<file path="src/rtl/result_skid_16_if.sv">
// result_skid_16_if: upstream/downstream handshake bundle for the 16-bit result skid buffer
interface result_skid_16_if;
  logic        in_valid;
  logic [15:0] in_data;
  logic        in_ready;
  logic        out_valid;
  logic [15:0] out_data;
  logic        out_ready;
  logic        zero_flag;
  logic        neg_flag;
  logic [7:0]  xfer_count;
  modport master (
    output in_valid, in_data, out_ready,
    input  in_ready, out_valid, out_data, zero_flag, neg_flag, xfer_count
  );
  modport slave (
    input  in_valid, in_data, out_ready,
    output in_ready, out_valid, out_data, zero_flag, neg_flag, xfer_count
  );
endinterface

</file>
<file path="src/rtl/result_skid_16.sv">
// result_skid_16: 2-entry skid buffer for inverter results; RESULT_SKID_FLAGS_EN enables zero/neg flags
module result_skid_16 (
  input logic             clk,
  input logic             rst_n,
  result_skid_16_if.slave bus
);
  typedef enum logic [1:0] {EMPTY, ONE, TWO} state_t;
  state_t      state, state_nx;
  logic [15:0] head, tail, head_nx, tail_nx;
  logic [7:0]  cnt;
  logic        in_xfer, out_xfer;
  // handshake outputs decode the state register only, so ready never follows out_ready
  assign bus.in_ready   = state != TWO;
  assign bus.out_valid  = state != EMPTY;
  assign bus.out_data   = bus.out_valid ? head : 16'h0000;
  assign bus.xfer_count = cnt;
  assign in_xfer        = bus.in_valid && bus.in_ready;
  assign out_xfer       = bus.out_valid && bus.out_ready;
`ifdef RESULT_SKID_FLAGS_EN
  assign bus.zero_flag = bus.out_valid && head == 16'h0000;
  assign bus.neg_flag  = bus.out_valid && head[15];
`else
  assign bus.zero_flag = 1'b0;
  assign bus.neg_flag  = 1'b0;
`endif
  always_comb begin
    state_nx = state;
    head_nx  = head;
    tail_nx  = tail;
    case (state)
      EMPTY: begin
        state_nx = in_xfer ? ONE : EMPTY;
        head_nx  = in_xfer ? bus.in_data : head;
      end
      ONE: begin
        state_nx = in_xfer == out_xfer ? ONE : in_xfer ? TWO : EMPTY;
        head_nx  = in_xfer && out_xfer ? bus.in_data : head;
        tail_nx  = in_xfer ? bus.in_data : tail;
      end
      TWO: begin
        state_nx = out_xfer ? ONE : TWO;
        head_nx  = out_xfer ? tail : head;
      end
      default: state_nx = EMPTY;
    endcase
  end
  always_ff @(posedge clk) begin
    if (!rst_n) begin
      state <= EMPTY;
      head  <= 16'h0000;
      tail  <= 16'h0000;
      cnt   <= 8'h00;
    end else begin
      state <= state_nx;
      head  <= head_nx;
      tail  <= tail_nx;
      if (out_xfer) cnt <= cnt + 8'd1;
    end
  end
endmodule

</file>
<file path="src/flat_wrapper.sv">
// flat-port wrapper written by rule: the top's interface ports become plain ports
module result_skid_16_flat 
  (clk, rst_n, bus_in_valid, bus_in_data, bus_out_ready, bus_in_ready, bus_out_valid, bus_out_data, bus_zero_flag, bus_neg_flag, bus_xfer_count);
  result_skid_16_if bus_i ();
  input logic clk;
  input logic rst_n;
  input wire logic [$bits(bus_i.in_valid)-1:0] bus_in_valid;
  input wire logic [$bits(bus_i.in_data)-1:0] bus_in_data;
  input wire logic [$bits(bus_i.out_ready)-1:0] bus_out_ready;
  output wire logic [$bits(bus_i.in_ready)-1:0] bus_in_ready;
  output wire logic [$bits(bus_i.out_valid)-1:0] bus_out_valid;
  output wire logic [$bits(bus_i.out_data)-1:0] bus_out_data;
  output wire logic [$bits(bus_i.zero_flag)-1:0] bus_zero_flag;
  output wire logic [$bits(bus_i.neg_flag)-1:0] bus_neg_flag;
  output wire logic [$bits(bus_i.xfer_count)-1:0] bus_xfer_count;
  assign bus_i.in_valid = bus_in_valid;
  assign bus_i.in_data = bus_in_data;
  assign bus_i.out_ready = bus_out_ready;
  assign bus_in_ready = bus_i.in_ready;
  assign bus_out_valid = bus_i.out_valid;
  assign bus_out_data = bus_i.out_data;
  assign bus_zero_flag = bus_i.zero_flag;
  assign bus_neg_flag = bus_i.neg_flag;
  assign bus_xfer_count = bus_i.xfer_count;
  result_skid_16 u_core (.clk(clk), .rst_n(rst_n), .bus(bus_i));
endmodule
</file>
<file path="config.mk">
export PLATFORM = sky130hd
export DESIGN_NAME = result_skid_16_flat
export DESIGN_NICKNAME = d
export VERILOG_FILES = /design/src/rtl/result_skid_16_if.sv /design/src/rtl/result_skid_16.sv /design/src/flat_wrapper.sv
export SDC_FILE = /design/constraint.sdc
export NUM_CORES = 1
export LEC_CHECK = 0
export ABC_AREA = 1
export ABC_CLOCK_PERIOD_IN_PS = 1200
export CAP_MARGIN = 20
export CORE_UTILIZATION = 30
export CTS_BUF_LIST = sky130_fd_sc_hd__clkbuf_8
export CTS_CLUSTER_SIZE = 8
export DETAILED_ROUTE_END_ITERATION = 10
export SLEW_MARGIN = 5
export SYNTH_ARGS = -nofsm -noshare
export SYNTH_HDL_FRONTEND = slang
export SYNTH_SLANG_ARGS = --single-unit
</file>
<file path="constraint.sdc">
create_clock -name clk -period 1.2 [get_ports clk]
set_input_delay 0.18 -clock clk [delete_from_list [all_inputs] [get_ports clk]]
set_output_delay 0.18 -clock clk [all_outputs]
set_load 0.01 [all_outputs]
</file>
# == Yosys cells after proc, flatten, opt, wreduce, memory -nomap -nowiden ==
# Cells that the tools add are included.
# op_classes
reduce_logical,8
muxes,10
addsub,1
eq_ne,7
# ops
op,n
16-bit two-way mux,4
16-bit one-hot mux with 3 select lines,1
8-bit by 1-bit adder with 8-bit output (second input constant),1
2-bit two-way mux,3
2-bit by 1-bit != test with 1-bit output (second input constant),3
2-bit one-hot mux with 3 select lines,1
4-bit AND reduction,1
1-bit logical AND,3
3-bit nonzero test,1
2-bit by 1-bit equality test with 1-bit output (second input constant),1
2-bit equality test (second input constant),1
2-bit logical NOT,1
2-bit != test (second input constant),1
2-bit AND reduction,1
2-bit nonzero test,1
1-bit equality test,1
1-bit two-way mux,1
# totals
input_bits,20
out_inout_bits,28
word_cells,30
regBits,42

# == Longest topological paths before layout ==
# logic_depth
ltp_word,5
ltp_mapped,8
ltp_nobuf,8

# == Worst setup path before layout ==
# OpenSTA, ideal clock, no wires.
# synth_path
kind,register -> output
start,register u_core.state[0]
end,output bus_out_data[10]
t_required_ns,1.020
arrival_time_ns,1.022
path_buffers,1
stages_incl_launch_ff,4
slack_ns,-0.002
cell_sequence,dfxtp_1 > nor2_2 > clkbuf_1 > nor2_1
# synth_via
elab_chain_len,2
# synth_rtl
element,line,source
"start, declared",result_skid_16.sv:8,"state_t state, state_nx;"
"start signal, assigned",result_skid_16.sv:54,state <= state_nx;
2-bit nonzero test,result_skid_16.sv:14,assign bus.out_valid = state != EMPTY;
16-bit two-way mux,result_skid_16.sv:15,assign bus.out_data = bus.out_valid ? head : 16'h0000;
"end, declared",flat_wrapper.sv:12,output wire logic [$bits(bus_i.out_data)-1:0] bus_out_data;
# No other way between the ends.

# == Final worst setup path ==
# layout_path
start,register u_core.state[0]
end,output bus_out_data[1]
# Same word-level chain as after synthesis.

==> results.py <==
metrics = {
    "flow_run": {
        "drv_cap": 0,
    },
    "logic_synthesis": {
        "async_reset_ff_frac": 0,
        "ys_seq_area_frac": 0.429,
        "ys_types": 22,
        "synthTopCellsByArea": "dfxtp_1 (43%), nand2_1 (13%), nor2_1 (12%), inv_1 (8.4%), o21ai_0 (8.4%)",
        "synth-edff-count": 0,
        "synth_most_common_cell": "nand2_1",
        "synth_area_mm2": 0.00196,
        "yosysWarnings": 0,
        "syn_area_per_cell_um2": 6.45,
        "yosys.area.top_type": "dfxtp_1",
        "post_synth_inst_count": 304,
        "synth_seq_cells": 42,
        "synth_top_area_frac": 0.429,
        "ys.flop_type": "dfxtp_1",
        "synth_commonest_cells": "nand2_1 (68), nor2_1 (62), inv_1 (44), dfxtp_1 (42), o21ai_0 (33)",
    },
    "worst_setup_path": {
        "worstPathArrival_ns": 1.18,
        "rr_startpoint": "u_core.state[1]$_SDFF_PN0_",
        "r2r-end": "u_core.head[4]$_SDFFE_PN0P_",
        "setup.worst_path.end_class": "output pin",
        "worstSetupPathType": "reg -> out",
        "crit_start": "u_core.state[0]$_SDFF_PN0_",
        "crit_required_ns": 1.02,
        "crit_fanout": 8,
        "r2r_slack_ns": -0.14,
        "ff2ff_path_depth": 9,
        "cp-start-kind": "register",
    },
    "place": {
        "dp.cells": 431,
        "hpwl_mm": 3.20,
        "numPortBuffers": 45,
        "routabilityCongestion": 0.715,
        "place_area_mm2": 0.00267,
    },
    "timing": {
        "hold_viol": 0,
        "period_minus_slack_ns": 1.36,
        "max_freq_mhz": 734,
        "fin_ws_ns": -0.162,
        "setup-violations-final": 37,
        "hold_ws_ns": 0.469,
        "skew_ns": 0.00673,
        "finalMaxSlewViolations": 0,
        "rsz0062_at_grt": "yes",
        "period_share": 1.13,
    },
    "layout": {
        "fin_cells": 452,
        "fin_nets": 395,
        "finalInstanceArea_mm2": 0.00338,
        "n_antenna_cell": 0,
        "final_core_util": 0.535,
        "area_delta_synth_final_pct": 72.2,
        "drive_gt1_frac": 0.360,
    },
    "detailed_routing": {
        "ant_nets": 0,
        "drt-vias-per-instance": 4.58,
        "vias": 2071,
        "post_drt_wl_per_cell_um": 13.3,
        "drt_pass1_iterations": 7,
        "totalWireLength_mm": 6.01,
        "drcViolationCount": 2,
        "drt_iter0_drc": 109,
    },
    "worst_hold_path": {
        "hold_class": "reg -> reg",
        "min_from": "u_core.tail[1]$_SDFFE_PN0P_",
        "hold_end": "u_core.tail[1]$_SDFFE_PN0P_",
        "hold_path_depth": 2,
    },
    "power": {
        "swShare": 0.268,
        "clockPowerShare": 0.369,
        "ir_drop_mv": 0.671,
        "p_seq_frac": 0.398,
        "p_switching_uw": 1020,
        "internal-power_uw": 2790,
        "p_comb_frac": 0.234,
        "p_per_area_mw_per_mm2": 1130,
        "p_leak_uw": 0.00149,
    },
    "clock_network": {
        "cts.hold.buffers_added": 0,
        "htreeDepth": 2,
        "clockRootBuffer": "clkbuf_8",
        "clkTransAtPathRegs_ns": 0.08,
        "cts_tree": "done",
        "max-clock-path-buffers": 2,
        "clock_sinks": 42,
        "cts_buffers": 5,
        "clk_latency_ns": 0.30,
    },
    "global_route": {
        "grt.overflow.total": 0,
        "busiest_layer": "met2",
        "use_met2": 0.250,
        "grtUsageMet3": 0.0318,
        "grt_pass1_vias": 1866,
        "grt_max_degree": 34,
        "grt_pass1_wl_mm": 8.95,
        "use_met1": 0.217,
        "track_usage": 0.160,
        "antenna_found_initial": 0,
    },
    "floorplan": {
        "start_util": 0.311,
        "row_count": 29,
        "die-area_mm2": 0.00686,
        "core_mm2": 0.00631,
        "die_w_um": 82.8,
        "ioPinCount": 48,
        "die_h_um": 82.8,
    },
    "run_status": {
        "violations": "DRC, setup timing",
        "run_status": "complete, but fails checks",
    },
}
==> per-layer routing <==
metal,part of all wire,wire length [um]
met5,0,0
met3,0.042,254
met4,0.0095,57
met1,0.47,2820
met2,0.48,2880
==> layout by cell type, fill, tap and decap left out, types with 2 or more instances in the layout <==
cell and n:
nand2_1 60, inv_1 44, nor2_1 43, dfxtp_1 37, clkdlybuf4s50_1 19, a21oi_2 17
nor2_4 16, o21ai_2 15, buf_2 12, buf_6 11, buf_4 11, o21ai_1 10
dlygate4sd2_1 8, o21ai_0 7, buf_12 7, nor2_2 6, clkbuf_8 6, nand2_2 5
clkbuf_16 5, dfxtp_2 5, nand3_1 4, nand2_4 2, nand3_4 2, nand4_1 2
o21ai_4 2, conb_1 2, bufinv_16 2, buf_16 2, buf_8 2
==> flip-flops by register name (all words and copies together), names as in the netlist <==
signal	flops
u_core.bus.xfer_count	8
u_core.head	16
u_core.tail	16
u_core.state	2
==> layout make-up <==
| type | instances | area [um^2] |
|---|---|---|
| well taps | 77 | 96.3 |
| clock inverters | 2 | 60.1 |
| repair buffers | 77 | 877 |
| clock buffers | 6 | 82.6 |
| flip-flops and latches | 42 | 847 |
| inverters | 46 | 183 |
| multi-input cells | 202 | 1230 |
| fillers | 589 | 2940 |
==> worst max-delay path by stage <==
stage                                        end  slack [ns]  depth (start not counted)
floorplan           u_core.head[10]$_SDFFE_PN0P_        0.03                          8
global placement                bus_out_data[12]       -0.42                          3
detailed placement               bus_out_data[6]       -0.45                          3
CTS                             bus_out_data[12]       -0.20                          4
global route         u_core.head[4]$_SDFFE_PN0P_       -0.26                          9
finish                           bus_out_data[1]       -0.16                          4
==> kinds of logic (layout without fill, tap and decap cells) <==
kind of cell / Yosys count / after routing / share of synthesized area
and+or+nand+nor: 143 / 144 / 0.291
buffers and inverters: 62 / 131 / 0.129
AOI/OAI and AO/OA: 55 / 55 / 0.143
DFF: 42 / 42 / 0.429
adders and majority gates: 1 / 1 / 0.00638
other: 1 / 2 / 0.00191
==> power groups by stage <==
| stage | clock network [uW] | registers (uW) | logic, uW |
|---|---|---|---|
| final | 1400 | 1510 | 889 |
| after global routing | 1480 | 1520 | 964 |
| after CTS | 1430 | 1510 | 685 |
| after detailed placement | 0 | 1540 | 573 |
| after global placement | 0 | 1540 | 569 |
| after floorplan | 0 | 1540 | 311 |
==> repair_timing <==
item,in CTS,in global routing
buffers inserted,6,1
endpoints found under the hold margin,0,0
endpoints found under the setup margin,61,59
resized for setup,140,83
pin swaps,4,36
cloned,4,6
==> critical path: stages, from the launching register on <==
cell and delay [ns]:
dfxtp_2 0.34, nor2_4 0.19, clkbuf_16 0.18, nor2_1 0.03, buf_2 0.13
==> through the flow <==
stage               power (uW)  TNS (ns)  worst slack [ns]
floorplan                 1850         0            0.0299
global placement          2110    -13.19            -0.425
detailed placement        2120    -13.91            -0.452
CTS                       3630     -6.41            -0.196
global route              3960     -7.16            -0.258
finish                    3810     -4.34            -0.162
Note: power is estimated with default switching activity, not from simulation.
